===== config.mk =====
export PLATFORM = sky130hd
export DESIGN_NAME = vram_arbiter
export DESIGN_NICKNAME = d
export VERILOG_FILES = /design/src/rtl/vram_arbiter.sv
export SDC_FILE = /design/constraint.sdc
export NUM_CORES = 1
export LEC_CHECK = 0
export BUFFER_PORTS_ARGS = -buffer_cell sky130_fd_sc_hd__buf_4
export CAP_MARGIN = 20
export CORE_MARGIN = 1.5
export CORE_UTILIZATION = 45
export CTS_CLUSTER_DIAMETER = 30
export DETAILED_ROUTE_END_ITERATION = 10
export PLACE_DENSITY_LB_ADDON = 0.3
export SLEW_MARGIN = 5
export SYNTH_ARGS = -nofsm -noshare
export SYNTH_HDL_FRONTEND = slang
export SYNTH_SLANG_ARGS = --single-unit

===== constraint.sdc =====
create_clock -name clk -period 5.1 [get_ports clk]
set_input_delay 1.53 -clock clk [delete_from_list [all_inputs] [get_ports clk]]
set_output_delay 1.53 -clock clk [all_outputs]
set_load 0.01 [all_outputs]

===== src/rtl/vram_arbiter.sv =====
// VRAM arbiter: VDP slots own the RAM outright; the aux port gets the remaining cycles.
// Define VRAM_ARB_STATS_EN to build the VDP/aux access counters. Without it, vdp_cnt and aux_cnt read zero.
module vram_arbiter #(
    parameter int ADDR_W       = 15,
    parameter int STARVE_LIMIT = 255
) (
    input  logic              clk,
    input  logic              rst_n,
    input  logic              vdp_slot,
    input  logic              vdp_we,
    input  logic [ADDR_W-1:0] vdp_addr,
    input  logic [7:0]        vdp_wdata,
    output logic [7:0]        vdp_rdata,
    input  logic              aux_req,
    input  logic              aux_we,
    input  logic [ADDR_W-1:0] aux_addr,
    input  logic [7:0]        aux_wdata,
    output logic              aux_ack,
    output logic [7:0]        aux_rdata,
    output logic              aux_starve,
    output logic              ram_we,
    output logic [ADDR_W-1:0] ram_addr,
    output logic [7:0]        ram_din,
    input  logic [7:0]        ram_dout,
    output logic [15:0]       vdp_cnt,
    output logic [15:0]       aux_cnt
);

    localparam logic [0:0] IDLE = 1'b0;
    localparam logic [0:0] WAIT = 1'b1;

    localparam int BLK_W = (STARVE_LIMIT < 2) ? 1 : $clog2(STARVE_LIMIT + 1);
    localparam logic [BLK_W-1:0] BLK_MAX = BLK_W'(STARVE_LIMIT);

    logic [0:0]        state_q, state_d;
    logic [ADDR_W-1:0] lastAddr_q;
    logic [7:0]        auxRdata_q;
    logic [7:0]        vdpRdata_q;
    logic              vdpRdPend_q;
    logic [BLK_W-1:0]  blkCnt_q, blkCnt_d;
    logic              starve_q, starve_d;
    logic              auxIssue;
    logic              auxBlocked;

    always_comb begin
        auxIssue   = (state_q == IDLE) && aux_req && !vdp_slot;
        auxBlocked = (state_q == IDLE) && aux_req && vdp_slot;
        state_d    = IDLE;
        if ((state_q == IDLE) && auxIssue) begin
            state_d = WAIT;
        end
    end

    // Reset gating keeps the bus quiet even if a VDP slot is presented while rst_n is low.
    always_comb begin
        ram_we   = 1'b0;
        ram_addr = lastAddr_q;
        ram_din  = 8'h00;
        if (!rst_n) begin
            ram_addr = '0;
        end else if (vdp_slot) begin
            ram_we   = vdp_we;
            ram_addr = vdp_addr;
            ram_din  = vdp_wdata;
        end else if (auxIssue) begin
            ram_we   = aux_we;
            ram_addr = aux_addr;
            ram_din  = aux_wdata;
        end
    end

    always_comb begin
        blkCnt_d = blkCnt_q;
        if (auxIssue) begin
            blkCnt_d = '0;
        end else if (auxBlocked && (blkCnt_q != BLK_MAX)) begin
            blkCnt_d = blkCnt_q + 1'b1;
        end
        starve_d = starve_q | (blkCnt_d == BLK_MAX);
    end

    // The RAM answers one cycle late, so the read data is passed through during the
    // cycle after the access and captured to hold until the next read of that requester.
    assign aux_ack    = (state_q == WAIT);
    assign aux_rdata  = aux_ack ? ram_dout : auxRdata_q;
    assign vdp_rdata  = vdpRdPend_q ? ram_dout : vdpRdata_q;
    assign aux_starve = starve_q;

    always_ff @(posedge clk or negedge rst_n) begin
        if (!rst_n) begin
            state_q     <= IDLE;
            lastAddr_q  <= '0;
            auxRdata_q  <= 8'h00;
            vdpRdata_q  <= 8'h00;
            vdpRdPend_q <= 1'b0;
            blkCnt_q    <= '0;
            starve_q    <= 1'b0;
        end else begin
            state_q     <= state_d;
            lastAddr_q  <= ram_addr;
            auxRdata_q  <= aux_rdata;
            vdpRdata_q  <= vdp_rdata;
            vdpRdPend_q <= vdp_slot & ~vdp_we;
            blkCnt_q    <= blkCnt_d;
            starve_q    <= starve_d;
        end
    end

`ifdef VRAM_ARB_STATS_EN
    logic [15:0] vdpCnt_q;
    logic [15:0] auxCnt_q;

    always_ff @(posedge clk or negedge rst_n) begin
        if (!rst_n) begin
            vdpCnt_q <= 16'h0000;
            auxCnt_q <= 16'h0000;
        end else begin
            if (vdp_slot && (vdpCnt_q != 16'hFFFF)) begin
                vdpCnt_q <= vdpCnt_q + 16'd1;
            end
            if (auxIssue && (auxCnt_q != 16'hFFFF)) begin
                auxCnt_q <= auxCnt_q + 16'd1;
            end
        end
    end

    assign vdp_cnt = vdpCnt_q;
    assign aux_cnt = auxCnt_q;
`else
    assign vdp_cnt = 16'h0000;
    assign aux_cnt = 16'h0000;
`endif

endmodule


# Word level (Yosys, flattened, before mapping)
# Index checks and enable logic that the tools add are counted.
[word_totals]
ff_bits = 42
inputBits = 60
out_inout_bits = 74
wordCells = 34
[op_classes]
add_sub_neg = 1
n_eq_ne = 2
mux = 14
bitwise_logic = 4
n_reduce_logical = 6
[ops]
columns = ["op", "n"]
rows = [
  ["$mux W8", 7],
  ["$mux W15", 3],
  ["$add A8 B1 Y8 const B", 1],
  ["$eq A8 B8 Y1 const B", 1],
  ["$ne A8 B8 Y1 const B", 1],
  ["$logic_and A1 B1 Y1", 5],
  ["$mux W1", 4],
  ["$not A1 Y1", 2],
  ["$and A1 B1 Y1", 1],
  ["$logic_not A1 Y1", 1],
  ["$or A1 B1 Y1", 1],
]

# Logic depth before layout (Yosys ltp)
# Gate-level depths: netlist of run 1.
[depth]
word_depth = 8
depth_mapped = 7
ltp_nobuf = 6

# Worst setup path after synthesis of run 1
# OpenSTA, ideal clock, no wires.
[synth_timing]
path_kind = "input port to output port"
from = "in aux_req"
to = "out ram_addr[10]"
arrival_ps = 2439
t_required_ps = 3570
path_slack_ps = 1131
cell_stages = 6
path_buffers = 2
cell_sequence = "nand2b_1 -> buf_2 -> buf_6 -> mux2i_1 -> o21ai_0 -> and2_1"
[synth_via]
elab_chain_len = 5
[synth_rtl]
columns = ["element", "line_no", "text"]
rows = [
  ["from (decl)", "14", "input logic aux_req,"],
  ["$logic_and A1 B1 Y1 (2 in series)", "46", "auxIssue = (state_q == IDLE) && aux_req && !vdp_slot;"],
  ["$mux W15", "65", "end else if (auxIssue) begin"],
  ["$mux W15", "61", "end else if (vdp_slot) begin"],
  ["$mux W15", "59", "if (!rst_n) begin"],
  ["to (decl)", "22", "output logic [ADDR_W-1:0] ram_addr,"],
]
# No other way between the ends.

# Worst setup path after layout of run 1
[layout_timing]
from = "in aux_req"
to = "out ram_addr[0]"
# Same word-level chain as after synthesis.

==> run_summary.xml, run 1 <==
<?xml version="1.0" encoding="UTF-8"?>
<metrics>
  <group name="place">
    <metric name="globalplace.congestion" unit="">0.810</metric>
    <metric name="post-dp-hpwl" unit="um">3900</metric>
    <metric name="buffer_ports.inserted" unit="">101</metric>
  </group>
  <group name="clock_tree">
    <metric name="numCtsBuffers" unit="">5</metric>
    <metric name="largest_buffer_count_on_any_clock_path" unit="">2</metric>
    <metric name="cts_post_setup_buffers_inserted" unit="">0</metric>
    <metric name="htree_num_levels" unit="">2</metric>
    <metric name="hold_buffers" unit="">0</metric>
    <metric name="clock_latency_late_sink" unit="ns">0.29</metric>
    <metric name="cts-resized-gates" unit="">0</metric>
    <metric name="clock_sink_count" unit="">42</metric>
    <metric name="cts_tree" unit="">built</metric>
    <metric name="clock-root-buffer" unit="">clkbuf_8</metric>
    <metric name="cts.reportedPaths.clkPinSlew" unit="ns">0.07</metric>
  </group>
  <group name="synthesis">
    <metric name="number_of_flops_mapped_to_enable_cells_by_yosys" unit="">0</metric>
    <metric name="synth.area.top_cells" unit="">dfrtp_1 (43%), buf_4 (9.7%), mux2_2 (7.3%)</metric>
    <metric name="synth_top_cell_area_share" unit="%">42.5</metric>
    <metric name="synthesis.area_per_instance" unit="um2">9.55</metric>
    <metric name="total_standard_cell_area_after_synthesis" unit="um2">2470</metric>
    <metric name="synth_largest_area_cell" unit="">dfrtp_1</metric>
    <metric name="synthArstFlopShare" unit="%">100</metric>
    <metric name="synth_sequential_area_ratio" unit="%">42.5</metric>
    <metric name="synth.lib_cells_used.distinct" unit="">37</metric>
    <metric name="synth-main-ff-cell" unit="">dfrtp_1</metric>
    <metric name="syn_inst" unit="">259</metric>
    <metric name="ys_ff_latch" unit="">42</metric>
    <metric name="yosysWarnings" unit="">0</metric>
  </group>
  <group name="job">
    <metric name="max_cap_viols" unit="">0</metric>
  </group>
  <group name="grt">
    <metric name="first_pass_grt_wire_length" unit="um">8690</metric>
    <metric name="grt_pass1_vias" unit="">1904</metric>
    <metric name="grt.overflow.total" unit="">0</metric>
    <metric name="number_of_antenna_violations_at_the_first_check_in_global_routing" unit="">0</metric>
    <metric name="grt_usage" unit="%">18.2</metric>
    <metric name="grt_start_max_net_pins" unit="">59</metric>
  </group>
  <group name="layout">
    <metric name="multi_input_area" unit="um2">1200</metric>
    <metric name="most_common_library_cell_in_the_layout_ignoring_fill_and_taps" unit="">buf_4</metric>
    <metric name="num-fill-cells" unit="">445</metric>
    <metric name="num-nets-final" unit="">412</metric>
    <metric name="antenna_cells_inserted" unit="">0</metric>
    <metric name="layout-drive-gt1-share" unit="%">37.5</metric>
    <metric name="post-route-util" unit="%">61.6</metric>
    <metric name="final_cell_mix" unit="">buf_4 (103), nand2_1 (43), dfrtp_1 (42), conb_1 (32), and2_1 (24)</metric>
    <metric name="areaGrowthSynthToFinish" unit="%">29.7</metric>
    <metric name="ff_latch_area" unit="um2">1050</metric>
  </group>
  <group name="pwr">
    <metric name="pwr_density_cell" unit="nW/um2">251</metric>
    <metric name="peak_supply_drop" unit="mV">0.176</metric>
    <metric name="power.static_leakage" unit="uW">0.00165</metric>
  </group>
  <group name="timing">
    <metric name="finClkSkew" unit="ns">0.00638</metric>
    <metric name="fmax" unit="MHz">237</metric>
    <metric name="final.min_clock_period" unit="ns">4.22</metric>
    <metric name="fin_setup_tns" unit="ns">0</metric>
    <metric name="setup_violations" unit="">0</metric>
    <metric name="rsz0062_at_grt" unit="">no</metric>
    <metric name="min_period_over_period" unit="%">82.7</metric>
    <metric name="worst-slew-pin-transition" unit="ns">0.625</metric>
    <metric name="final-max-slew-violation-count" unit="">0</metric>
    <metric name="holdWs" unit="ns">0.482</metric>
    <metric name="max_slew_margin" unit="%">58.4</metric>
    <metric name="timing.final.hold_violations" unit="">0</metric>
  </group>
  <group name="floorplanning">
    <metric name="area_of_the_placeable_core" unit="um2">5200</metric>
    <metric name="die_height" unit="um">77.1</metric>
    <metric name="num_io_pins" unit="">134</metric>
    <metric name="placement_rows" unit="">26</metric>
    <metric name="fp.dieW" unit="um">77.1</metric>
    <metric name="floorplan.initialDensity" unit="%">47.5</metric>
    <metric name="dieArea" unit="um2">5950</metric>
  </group>
  <group name="worst_setup_path">
    <metric name="critical_path_buf_inv_count" unit="">3</metric>
    <metric name="cell_chain_critical_path" unit="">buf_4 &gt; nand2b_1 &gt; buf_4 &gt; mux2i_1 &gt; o21ai_0 &gt; and2_1 &gt; buf_4</metric>
    <metric name="cp-start-kind" unit="">input port</metric>
    <metric name="critical_path.endpoint_type" unit="">output port</metric>
    <metric name="path_common_cell" unit="">buf_4</metric>
    <metric name="critical-path-top-delay-family" unit="">buffers and inverters</metric>
    <metric name="timing.critical_path.slowest_cell_delay" unit="ns">0.30</metric>
    <metric name="timing.critical_path.arrival" unit="ns">2.69</metric>
    <metric name="setup.worst_path.class" unit="">input port to output port</metric>
    <metric name="timing.critical_path.slowest_stage_cell" unit="">buf_4</metric>
    <metric name="critical_path.max_fanout" unit="">20</metric>
    <metric name="worstPathRequired" unit="ns">3.57</metric>
  </group>
  <group name="routing">
    <metric name="viasPerCell" unit="">4.85</metric>
    <metric name="routedWlPerCell" unit="um">12.5</metric>
    <metric name="dr_total_vias" unit="">2047</metric>
    <metric name="detail_route.first_pass.iterations" unit="">4</metric>
    <metric name="antenna_left" unit="">0</metric>
    <metric name="drt_wl_total" unit="um">5270</metric>
    <metric name="first_iter_violations" unit="">59</metric>
    <metric name="drc_errors" unit="">0</metric>
  </group>
  <group name="run_status">
    <metric name="status" unit="">complete, no violations</metric>
  </group>
  <group name="hold_path">
    <metric name="hp-class" unit="">flip-flop to flip-flop</metric>
  </group>
</metrics>
==> flip-flops by register name, indices dropped and copies added, names as in the netlist <==
signal and flops:
vdpRdPend_q 1, aux_starve 1, aux_ack 1, blkCnt_q 8, lastAddr_q 15, vdpRdata_q 8, auxRdata_q 8
==> where the power goes <==
part / internal, uW / switching (uW) / leakage [uW] / total [uW]
clock network: 96.1 / 115 / 0.0000441 / 211
registers: 365 / 15.3 / 0.000535 / 380
logic: 112 / 100 / 0.00107 / 212
==> Yosys cell counts (all sizes together) (2+ instances only) <==
cell type	n
a211oi	2
a21oi	5
a22o	2
and2	24
buf	40
clkbuf	9
dfrtp	42
mux2	16
mux2i	17
nand2	43
nand3	5
nand4	2
nor2	7
o211ai	2
o21ai	25
==> cell type report <==
class | instances | area share, %
repair buffers | 103 | 24.1
inverters | 1 | 0.117
flip-flops and latches | 42 | 32.8
clock inverters | 3 | 0.663
multi-input cells | 198 | 37.5
clock buffers | 5 | 2.15
well taps | 70 | 2.73
==> worst paths after layout <==
check | slack (ns) | cells after the start | to | start
worst min-delay path | 0.48 | 1 | aux_starve$_DFF_PN0_ | aux_starve$_DFF_PN0_
worst max-delay path | 0.88 | 7 | ram_addr[0] | aux_req
min in group asynchronous | 1.13 | 1 | lastAddr_q[10]$_DFF_PN0_ | rst_n
worst min register to register | 0.48 | 1 | aux_starve$_DFF_PN0_ | aux_starve$_DFF_PN0_
worst max register to register | 3.07 | 5 | aux_starve$_DFF_PN0_ | aux_ack$_DFF_PN0_
max in group asynchronous | 3.27 | 2 | blkCnt_q[4]$_DFF_PN0_ | rst_n
==> through the flow <==
stage	cell area (um2)	std cells	setup slack, ns	total power (uW)
after floorplan	2590	290	1.13	512
after global placement	3120	414	0.914	596
after detailed placement	3120	414	0.869	601
after CTS	3210	422	0.868	816
after global routing	3210	422	0.642	852
final	3210	422	0.883	804
==> per-layer routing <==
| layer | vias to the layer above | share of wire [%] | track usage (%) |
|---|---|---|---|
| li1 | 1002 | - | - |
| met1 | 948 | 41 | 21.7 |
| met5 | - | 0 | 0 |
| met4 | 0 | 1.6 | 6.18 |
| met2 | 91 | 49 | 30.7 |
| met3 | 6 | 8.3 | 6.07 |
==> worst reg2reg max path, stage by stage (launching register included) <==
cell and delay [ns]:
dfrtp_1 0.55, and2b_1 0.68, nand3_1 0.15, o211ai_1 0.24, nor4_2 0.06, a41o_1 0.23
==> cell families (layout without fill, tap and decap cells) <==
family | Yosys count | after routing | synth area share, %
simple gates | 90 | 90 | 18.8
buf+inv | 50 | 112 | 13.6
flops | 42 | 42 | 42.5
compound gates | 41 | 41 | 9.92
mux | 33 | 33 | 14.2
fa+ha+maj | 1 | 1 | 0.506
other cells | 1 | 32 | 0.152
xor+xnor | 1 | 1 | 0.354
Note: power is estimated with default switching activity, not from simulation.
==> run 2, diff against run 1 <==
--- a/config.mk
+++ b/config.mk
@@ -5,10 +5,11 @@
 export SDC_FILE = /design/constraint.sdc
 export NUM_CORES = 1
 export LEC_CHECK = 0
+export ABC_AREA = 1
 export BUFFER_PORTS_ARGS = -buffer_cell sky130_fd_sc_hd__buf_4
 export CAP_MARGIN = 20
 export CORE_MARGIN = 1.5
-export CORE_UTILIZATION = 45
+export CORE_UTILIZATION = 41
 export CTS_CLUSTER_DIAMETER = 30
 export DETAILED_ROUTE_END_ITERATION = 10
 export PLACE_DENSITY_LB_ADDON = 0.3
==> constraint.sdc (replaced) <==
create_clock -name clk -period 3.6 [get_ports clk]
set_input_delay 1.08 -clock clk [delete_from_list [all_inputs] [get_ports clk]]
set_output_delay 1.08 -clock clk [all_outputs]
set_load 0.01 [all_outputs]
==> run 2 against run 1 <==
Compared with the run above: worst hold slack lost 0.0079 ns; routed wire length grew 8.2%; setup slack lost 0.54 ns; critical endpoint is now ram_addr[4]; critical path depth is the same; clock-buffer cell count grew 1; clock skew shrank 0.0048 ns; combinational power grew 41%; synthesized cell count grew 15%; clock power grew 51%.
==> run_summary.xml, run 2 <==
<?xml version="1.0" encoding="UTF-8"?>
<metrics>
  <group name="run_status">
    <metric name="status" unit="">complete, no violations</metric>
  </group>
  <group name="timing">
    <metric name="final-max-slew-violation-count" unit="">0</metric>
    <metric name="min_period_over_period" unit="%">90.5</metric>
    <metric name="fin_setup_tns" unit="ns">0</metric>
    <metric name="finClkSkew" unit="ns">0.00153</metric>
    <metric name="setup_violations" unit="">0</metric>
    <metric name="fmax" unit="MHz">307</metric>
    <metric name="final.min_clock_period" unit="ns">3.26</metric>
    <metric name="timing.final.hold_violations" unit="">0</metric>
    <metric name="rsz0062_at_grt" unit="">no</metric>
  </group>
  <group name="layout">
    <metric name="antenna_cells_inserted" unit="">0</metric>
    <metric name="most_common_library_cell_in_the_layout_ignoring_fill_and_taps" unit="">buf_4</metric>
    <metric name="final_cell_mix" unit="">buf_4 (107), nand2_1 (89), dfrtp_1 (42), conb_1 (32), nand3_1 (21)</metric>
    <metric name="layout-drive-gt1-share" unit="%">35.5</metric>
    <metric name="largest_register_ffs" unit="">15</metric>
    <metric name="num-fill-cells" unit="">559</metric>
    <metric name="num-nets-final" unit="">460</metric>
    <metric name="largest_register_by_flop_count" unit="">lastAddr_q</metric>
    <metric name="areaGrowthSynthToFinish" unit="%">31.6</metric>
  </group>
  <group name="floorplanning">
    <metric name="dieArea" unit="um2">6540</metric>
    <metric name="fp.dieW" unit="um">80.9</metric>
    <metric name="floorplan.initialDensity" unit="%">42.2</metric>
    <metric name="area_of_the_placeable_core" unit="um2">5890</metric>
    <metric name="die_height" unit="um">80.9</metric>
    <metric name="placement_rows" unit="">28</metric>
    <metric name="num_io_pins" unit="">134</metric>
  </group>
  <group name="synthesis">
    <metric name="synthTopCellsByCount" unit="">nand2_1 (89), dfrtp_1 (42), buf_4 (34), nand3_1 (21), inv_1 (20)</metric>
    <metric name="syn_inst" unit="">297</metric>
    <metric name="number_of_flops_mapped_to_enable_cells_by_yosys" unit="">0</metric>
    <metric name="synth_largest_area_cell" unit="">dfrtp_1</metric>
    <metric name="ys_ff_latch" unit="">42</metric>
    <metric name="total_standard_cell_area_after_synthesis" unit="um2">2480</metric>
    <metric name="synth_top_cell_area_share" unit="%">42.3</metric>
    <metric name="synthesis.area_per_instance" unit="um2">8.37</metric>
    <metric name="synth.lib_cells_used.distinct" unit="">33</metric>
    <metric name="synth_sequential_area_ratio" unit="%">42.3</metric>
    <metric name="synthMostInstantiatedCell" unit="">nand2_1</metric>
    <metric name="synth.area.top_cells" unit="">dfrtp_1 (42%), nand2_1 (13%), buf_4 (10%)</metric>
    <metric name="synth-main-ff-cell" unit="">dfrtp_1</metric>
    <metric name="synthArstFlopShare" unit="%">100</metric>
    <metric name="yosysWarnings" unit="">0</metric>
  </group>
  <group name="clock_tree">
    <metric name="largest_buffer_count_on_any_clock_path" unit="">2</metric>
    <metric name="cts_tree" unit="">built</metric>
    <metric name="cts-resized-gates" unit="">0</metric>
    <metric name="hold_buffers" unit="">0</metric>
    <metric name="clock-root-buffer" unit="">clkbuf_8</metric>
    <metric name="htree_num_levels" unit="">2</metric>
    <metric name="cts_post_setup_buffers_inserted" unit="">0</metric>
    <metric name="clock_latency_late_sink" unit="ns">0.29</metric>
    <metric name="numCtsBuffers" unit="">5</metric>
    <metric name="clock_sink_count" unit="">42</metric>
    <metric name="cts.reportedPaths.clkPinSlew" unit="ns">0.08</metric>
  </group>
  <group name="routing">
    <metric name="detail_route.first_pass.iterations" unit="">4</metric>
    <metric name="dr_total_vias" unit="">2191</metric>
    <metric name="drc_errors" unit="">0</metric>
    <metric name="drt_wl_total" unit="um">5710</metric>
    <metric name="viasPerCell" unit="">4.61</metric>
    <metric name="first_iter_violations" unit="">98</metric>
    <metric name="antenna_left" unit="">0</metric>
    <metric name="routedWlPerCell" unit="um">12.0</metric>
  </group>
  <group name="grt">
    <metric name="grt_pass1_vias" unit="">2159</metric>
    <metric name="grt_start_max_net_pins" unit="">32</metric>
    <metric name="grt.overflow.total" unit="">0</metric>
    <metric name="first_pass_grt_wire_length" unit="um">9720</metric>
    <metric name="number_of_antenna_violations_at_the_first_check_in_global_routing" unit="">0</metric>
    <metric name="grt_usage" unit="%">19.1</metric>
  </group>
  <group name="hold_path">
    <metric name="worst_hold_path.endpoint" unit="">auxRdata_q[2]$_DFF_PN0_</metric>
    <metric name="hp-class" unit="">flip-flop to flip-flop</metric>
    <metric name="worstHoldStart" unit="">auxRdata_q[2]$_DFF_PN0_</metric>
    <metric name="min_path_cells" unit="">2</metric>
  </group>
  <group name="worst_setup_path">
    <metric name="regToRegSetupSlack" unit="ns">1.69</metric>
    <metric name="critical-path-top-delay-family" unit="">buffers and inverters</metric>
    <metric name="crit-reg2reg-launch" unit="">aux_ack$_DFF_PN0_</metric>
    <metric name="worst_case_reg_to_reg_path_depth" unit="">10</metric>
    <metric name="critical_path_buf_inv_count" unit="">3</metric>
    <metric name="critical_path.endpoint_type" unit="">output port</metric>
    <metric name="cp-start-kind" unit="">input port</metric>
    <metric name="cell_chain_critical_path" unit="">buf_4 &gt; nand2_4 &gt; buf_4 &gt; nor2_4 &gt; o22ai_1 &gt; a21oi_1 &gt; buf_4</metric>
    <metric name="critical_path.max_fanout" unit="">11</metric>
    <metric name="worstPathRequired" unit="ns">2.52</metric>
    <metric name="timing.critical_path.slowest_cell_delay" unit="ns">0.23</metric>
    <metric name="timing.critical_path.arrival" unit="ns">2.18</metric>
    <metric name="path_common_cell" unit="">buf_4</metric>
    <metric name="setup.worst_path.class" unit="">input port to output port</metric>
    <metric name="timing.rr.end" unit="">aux_starve$_DFF_PN0_</metric>
    <metric name="timing.critical_path.slowest_stage_cell" unit="">nor2_4</metric>
    <metric name="startpoint" unit="">aux_req</metric>
  </group>
  <group name="pwr">
    <metric name="pwr_density_cell" unit="nW/um2">353</metric>
    <metric name="power.static_leakage" unit="uW">0.00175</metric>
    <metric name="power.total" unit="uW">1160</metric>
    <metric name="peak_supply_drop" unit="mV">0.184</metric>
  </group>
  <group name="place">
    <metric name="globalplace.congestion" unit="">0.825</metric>
    <metric name="buffer_ports.inserted" unit="">101</metric>
    <metric name="post-dp-hpwl" unit="um">4470</metric>
  </group>
  <group name="job">
    <metric name="max_cap_viols" unit="">0</metric>
  </group>
</metrics>
[run 2: cell types whose count changed after synthesis, moves of 3 or more]
cell,previous run,this run
o21ai_0,23,5
nand2_1,43,89
o211ai_1,2,10
nand2_2,0,3
nor2_4,0,4
and2_1,24,0
a21oi_1,5,19
mux2_2,16,8
clkbuf_1,9,2
nand2_4,0,3
mux2i_1,17,4
inv_1,1,20
nand3_1,5,21
[run 2: metrics by stage]
| stage | util, % | setup WS (ns) | cell area (um2) | hold WS (ns) | cells |
|---|---|---|---|---|---|
| 6_report | 55.6 | 0.341 | 3270 | 0.474 | 475 |
| 4_1_cts | 55.6 | 0.327 | 3270 | 0.476 | 475 |
| 5_1_grt | 55.6 | 0.191 | 3270 | 0.510 | 475 |
| 3_5_place_dp | 54.0 | 0.331 | 3180 | 0.457 | 467 |
| 2_1_floorplan | - | 0.723 | 2600 | 0.500 | 328 |
| 3_3_place_gp | 54.0 | 0.386 | 3180 | 0.453 | 467 |
[run 2: how the worst max path moves through the flow]
stage	to	slack, ns	depth (start not counted)
floorplan	ram_addr[14]	0.72	5
global placement	ram_addr[4]	0.39	7
detailed placement	ram_addr[4]	0.33	7
CTS	ram_addr[4]	0.33	7
global route	ram_addr[3]	0.19	8
finish	ram_addr[4]	0.34	7
[run 2: metal layers]
layer,share of wire [%],routed length [um],track usage [%]
met1,42,2380,23.3
met2,49,2810,32.5
met3,7.8,444,6.29
met4,1.2,67,5.17
met5,0,0,0
[run 2: worst min-delay path, delay by kind of cell (launching register included)]
family / cells / cell delay (ns)
simple gates: 2 / 0.12
flops: 1 / 0.32
[run 2: cells by family after synthesis]
kind of cell / after synthesis / share of synthesized area (%)
other cells: 1 / 0.151
simple gates: 134 / 25.0
compound gates: 38 / 9.21
fa+ha+maj: 1 / 0.503
mux: 12 / 5.24
xor+xnor: 1 / 0.353
buf+inv: 68 / 17.3
flops: 42 / 42.3
[run 2: area by class of cell]
cell class,instances,area (um2),area share (%)
clock buffers,6,82.6,2.52
clock inverters,2,12.5,0.383
repair buffers,107,803,24.6
well taps,75,93.8,2.87
multi-input cells,218,1120,34.3
flip-flops and latches,42,1050,32.1
inverters,25,106,3.25
[run 2: report_power, final]
part / leakage, uW / switching, uW / total, uW / internal (uW)
clock: 0.0000472 / 165 / 319 / 154
combinational: 0.00118 / 153 / 299 / 146
sequential: 0.000530 / 22.3 / 538 / 516
total: 0.00175 / 340 / 1160 / 816
==> run 3, diff against run 2 <==
--- a/config.mk
+++ b/config.mk
@@ -6,12 +6,13 @@
 export NUM_CORES = 1
 export LEC_CHECK = 0
 export ABC_AREA = 1
-export BUFFER_PORTS_ARGS = -buffer_cell sky130_fd_sc_hd__buf_4
 export CAP_MARGIN = 20
 export CORE_MARGIN = 1.5
-export CORE_UTILIZATION = 41
+export CORE_UTILIZATION = 45
 export CTS_CLUSTER_DIAMETER = 30
 export DETAILED_ROUTE_END_ITERATION = 10
+export DONT_BUFFER_PORTS = 1
+export HOLD_SLACK_MARGIN = 0.12
 export PLACE_DENSITY_LB_ADDON = 0.3
 export SLEW_MARGIN = 5
 export SYNTH_ARGS = -nofsm -noshare
==> run 3 against run 2 <==
Compared with the run above: via count is 19% lower; first-iteration DRC count is 56% lower; non-clock buffer count down 105; combinational power shrank 44%; final area decreased by 23%; power decreased by 5.9%; core utilization down 7.4 points; maximum frequency rose by 3.4%; global-route usage shrank 2.7 points; largest cell class unchanged.
==> run_summary.xml, run 3 (synthesis gave the netlist of run 2 again) <==
<?xml version="1.0" encoding="UTF-8"?>
<metrics>
  <group name="timing">
    <metric name="final.min_clock_period" unit="ns">3.15</metric>
    <metric name="setup_slack" unit="ns">0.448</metric>
    <metric name="rsz0062_at_grt" unit="">no</metric>
    <metric name="max_slew_margin" unit="%">63.5</metric>
    <metric name="fmax" unit="MHz">317</metric>
    <metric name="min_period_over_period" unit="%">87.6</metric>
    <metric name="holdWs" unit="ns">0.468</metric>
    <metric name="final-max-slew-violation-count" unit="">0</metric>
    <metric name="finClkSkew" unit="ns">0.00838</metric>
    <metric name="fin_setup_tns" unit="ns">0</metric>
    <metric name="worst-slew-pin-transition" unit="ns">0.548</metric>
    <metric name="setup_violations" unit="">0</metric>
    <metric name="timing.final.hold_violations" unit="">0</metric>
  </group>
  <group name="layout">
    <metric name="largest_register_by_flop_count" unit="">lastAddr_q</metric>
    <metric name="areaGrowthSynthToFinish" unit="%">0.856</metric>
    <metric name="ff_latch_area" unit="um2">1050</metric>
    <metric name="multi_input_area" unit="um2">1120</metric>
    <metric name="layout-drive-gt1-share" unit="%">12.2</metric>
    <metric name="most_common_library_cell_in_the_layout_ignoring_fill_and_taps" unit="">nand2_1</metric>
    <metric name="num-nets-final" unit="">355</metric>
    <metric name="antenna_cells_inserted" unit="">0</metric>
    <metric name="fin_area" unit="um2">2510</metric>
    <metric name="largest_register_ffs" unit="">15</metric>
    <metric name="final_cell_mix" unit="">nand2_1 (89), dfrtp_1 (42), conb_1 (32), nand3_1 (21), inv_1 (20)</metric>
    <metric name="num-fill-cells" unit="">504</metric>
  </group>
  <group name="run_status">
    <metric name="status" unit="">complete, no violations</metric>
  </group>
  <group name="floorplanning">
    <metric name="area_of_the_placeable_core" unit="um2">5200</metric>
    <metric name="fp.dieW" unit="um">77.3</metric>
    <metric name="die_height" unit="um">77.3</metric>
    <metric name="dieArea" unit="um2">5980</metric>
    <metric name="num_io_pins" unit="">134</metric>
    <metric name="placement_rows" unit="">26</metric>
    <metric name="floorplan.initialDensity" unit="%">47.7</metric>
  </group>
  <group name="clock_tree">
    <metric name="numCtsBuffers" unit="">5</metric>
    <metric name="clock-root-buffer" unit="">clkbuf_8</metric>
    <metric name="cts-resized-gates" unit="">0</metric>
    <metric name="cts_tree" unit="">built</metric>
    <metric name="largest_buffer_count_on_any_clock_path" unit="">2</metric>
    <metric name="clock_sink_count" unit="">42</metric>
    <metric name="hold_buffers" unit="">0</metric>
    <metric name="clock_latency_late_sink" unit="ns">0.30</metric>
    <metric name="cts_post_setup_buffers_inserted" unit="">0</metric>
    <metric name="cts.reportedPaths.clkPinSlew" unit="ns">0.08</metric>
    <metric name="htree_num_levels" unit="">2</metric>
  </group>
  <group name="grt">
    <metric name="first_pass_grt_wire_length" unit="um">7620</metric>
    <metric name="grt_start_max_net_pins" unit="">59</metric>
    <metric name="grt_usage" unit="%">16.4</metric>
    <metric name="number_of_antenna_violations_at_the_first_check_in_global_routing" unit="">0</metric>
    <metric name="grt_pass1_vias" unit="">1634</metric>
    <metric name="grt.overflow.total" unit="">0</metric>
  </group>
  <group name="worst_setup_path">
    <metric name="timing.critical_path.arrival" unit="ns">2.07</metric>
    <metric name="critical_path.max_fanout" unit="">18</metric>
    <metric name="critical_path.endpoint_type" unit="">output port</metric>
    <metric name="setup.worst_path.class" unit="">flip-flop to output port</metric>
    <metric name="worstPathRequired" unit="ns">2.52</metric>
    <metric name="cp-start-kind" unit="">flip-flop</metric>
  </group>
  <group name="place">
    <metric name="post-dp-hpwl" unit="um">3570</metric>
    <metric name="buffer_ports.inserted" unit="">0</metric>
    <metric name="place_worst_setup_slack" unit="ns">0.504</metric>
    <metric name="globalplace.congestion" unit="">0.759</metric>
    <metric name="detailed_place.area" unit="um2">2390</metric>
  </group>
  <group name="routing">
    <metric name="viasPerCell" unit="">4.88</metric>
    <metric name="antenna_left" unit="">0</metric>
    <metric name="first_iter_violations" unit="">43</metric>
    <metric name="drt_wl_total" unit="um">4870</metric>
    <metric name="drc_errors" unit="">0</metric>
    <metric name="routedWlPerCell" unit="um">13.4</metric>
    <metric name="detail_route.first_pass.iterations" unit="">4</metric>
    <metric name="dr_total_vias" unit="">1778</metric>
  </group>
  <group name="hold_path">
    <metric name="hp-class" unit="">input port to async pin</metric>
  </group>
  <group name="pwr">
    <metric name="peak_supply_drop" unit="mV">0.294</metric>
    <metric name="power.static_leakage" unit="uW">0.00125</metric>
    <metric name="pwr_density_cell" unit="nW/um2">434</metric>
  </group>
  <group name="job">
    <metric name="max_cap_viols" unit="">0</metric>
  </group>
</metrics>
## run 3: changes by cell type in the layout (fill, tap and decap cells not counted), sizes merged
| cell | previous run | this run |
|---|---|---|
| clkinvlp | 1 | 0 |
| clkinv | 4 | 3 |
| buf | 107 | 2 |
| bufinv | 0 | 1 |
## run 3: through the flow
step / utilization [%] / instances / power, uW
2_1_floorplan: - / 328 / 719
3_3_place_gp: 46.0 / 357 / 710
3_5_place_dp: 46.0 / 357 / 716
4_1_cts: 48.1 / 364 / 1100
5_1_grt: 48.1 / 364 / 1140
6_report: 48.1 / 364 / 1090
## run 3: area by class of cell
cell class                 count  share of cell area, %
clock buffer                   6                   3.30
clock inverter                 1                   1.20
inverter                      25                   4.24
multi-input combinational    218                   44.7
sequential                    42                   41.9
tap                           70                   3.49
timing repair buffer           2                   1.10
## run 3: layer usage
metal,track usage (%),up-vias,part of all wire (%)
met3,6.55,6,8.2
met2,28.5,79,48
met5,0,-,0
li1,-,879,-
met4,4.91,0,1.1
met1,18.4,814,43
## run 3: power by group
part / switching (uW) / internal, uW / total (uW) / leakage (uW)
clock network: 161 / 222 / 383 / 0.0000573
registers: 22.9 / 516 / 539 / 0.000530
logic: 115 / 51.1 / 166 / 0.000666
## run 3: worst paths after layout
check / end / slack (ns) / startpoint / cells past startpoint
worst max-delay path: ram_addr[1] / 0.45 / aux_ack$_DFF_PN0_ / 7
worst min-delay path: lastAddr_q[4]$_DFF_PN0_ / 0.47 / rst_n / 0
worst max register to register: lastAddr_q[1]$_DFF_PN0_ / 1.70 / aux_ack$_DFF_PN0_ / 7
worst min register to register: auxRdata_q[5]$_DFF_PN0_ / 0.54 / auxRdata_q[5]$_DFF_PN0_ / 2
max in group asynchronous: blkCnt_q[3]$_DFF_PN0_ / 3.01 / rst_n / 0
min in group clk: auxRdata_q[5]$_DFF_PN0_ / 0.54 / auxRdata_q[5]$_DFF_PN0_ / 2
## run 3: critical path, cell delays in order (launching register included)
cell	delay, ns
dfrtp_1	0.69
inv_8	0.11
nand2_4	0.24
clkinv_1	0.30
nand2_1	0.12
nand3_1	0.08
o211ai_1	0.11
inv_1	0.12
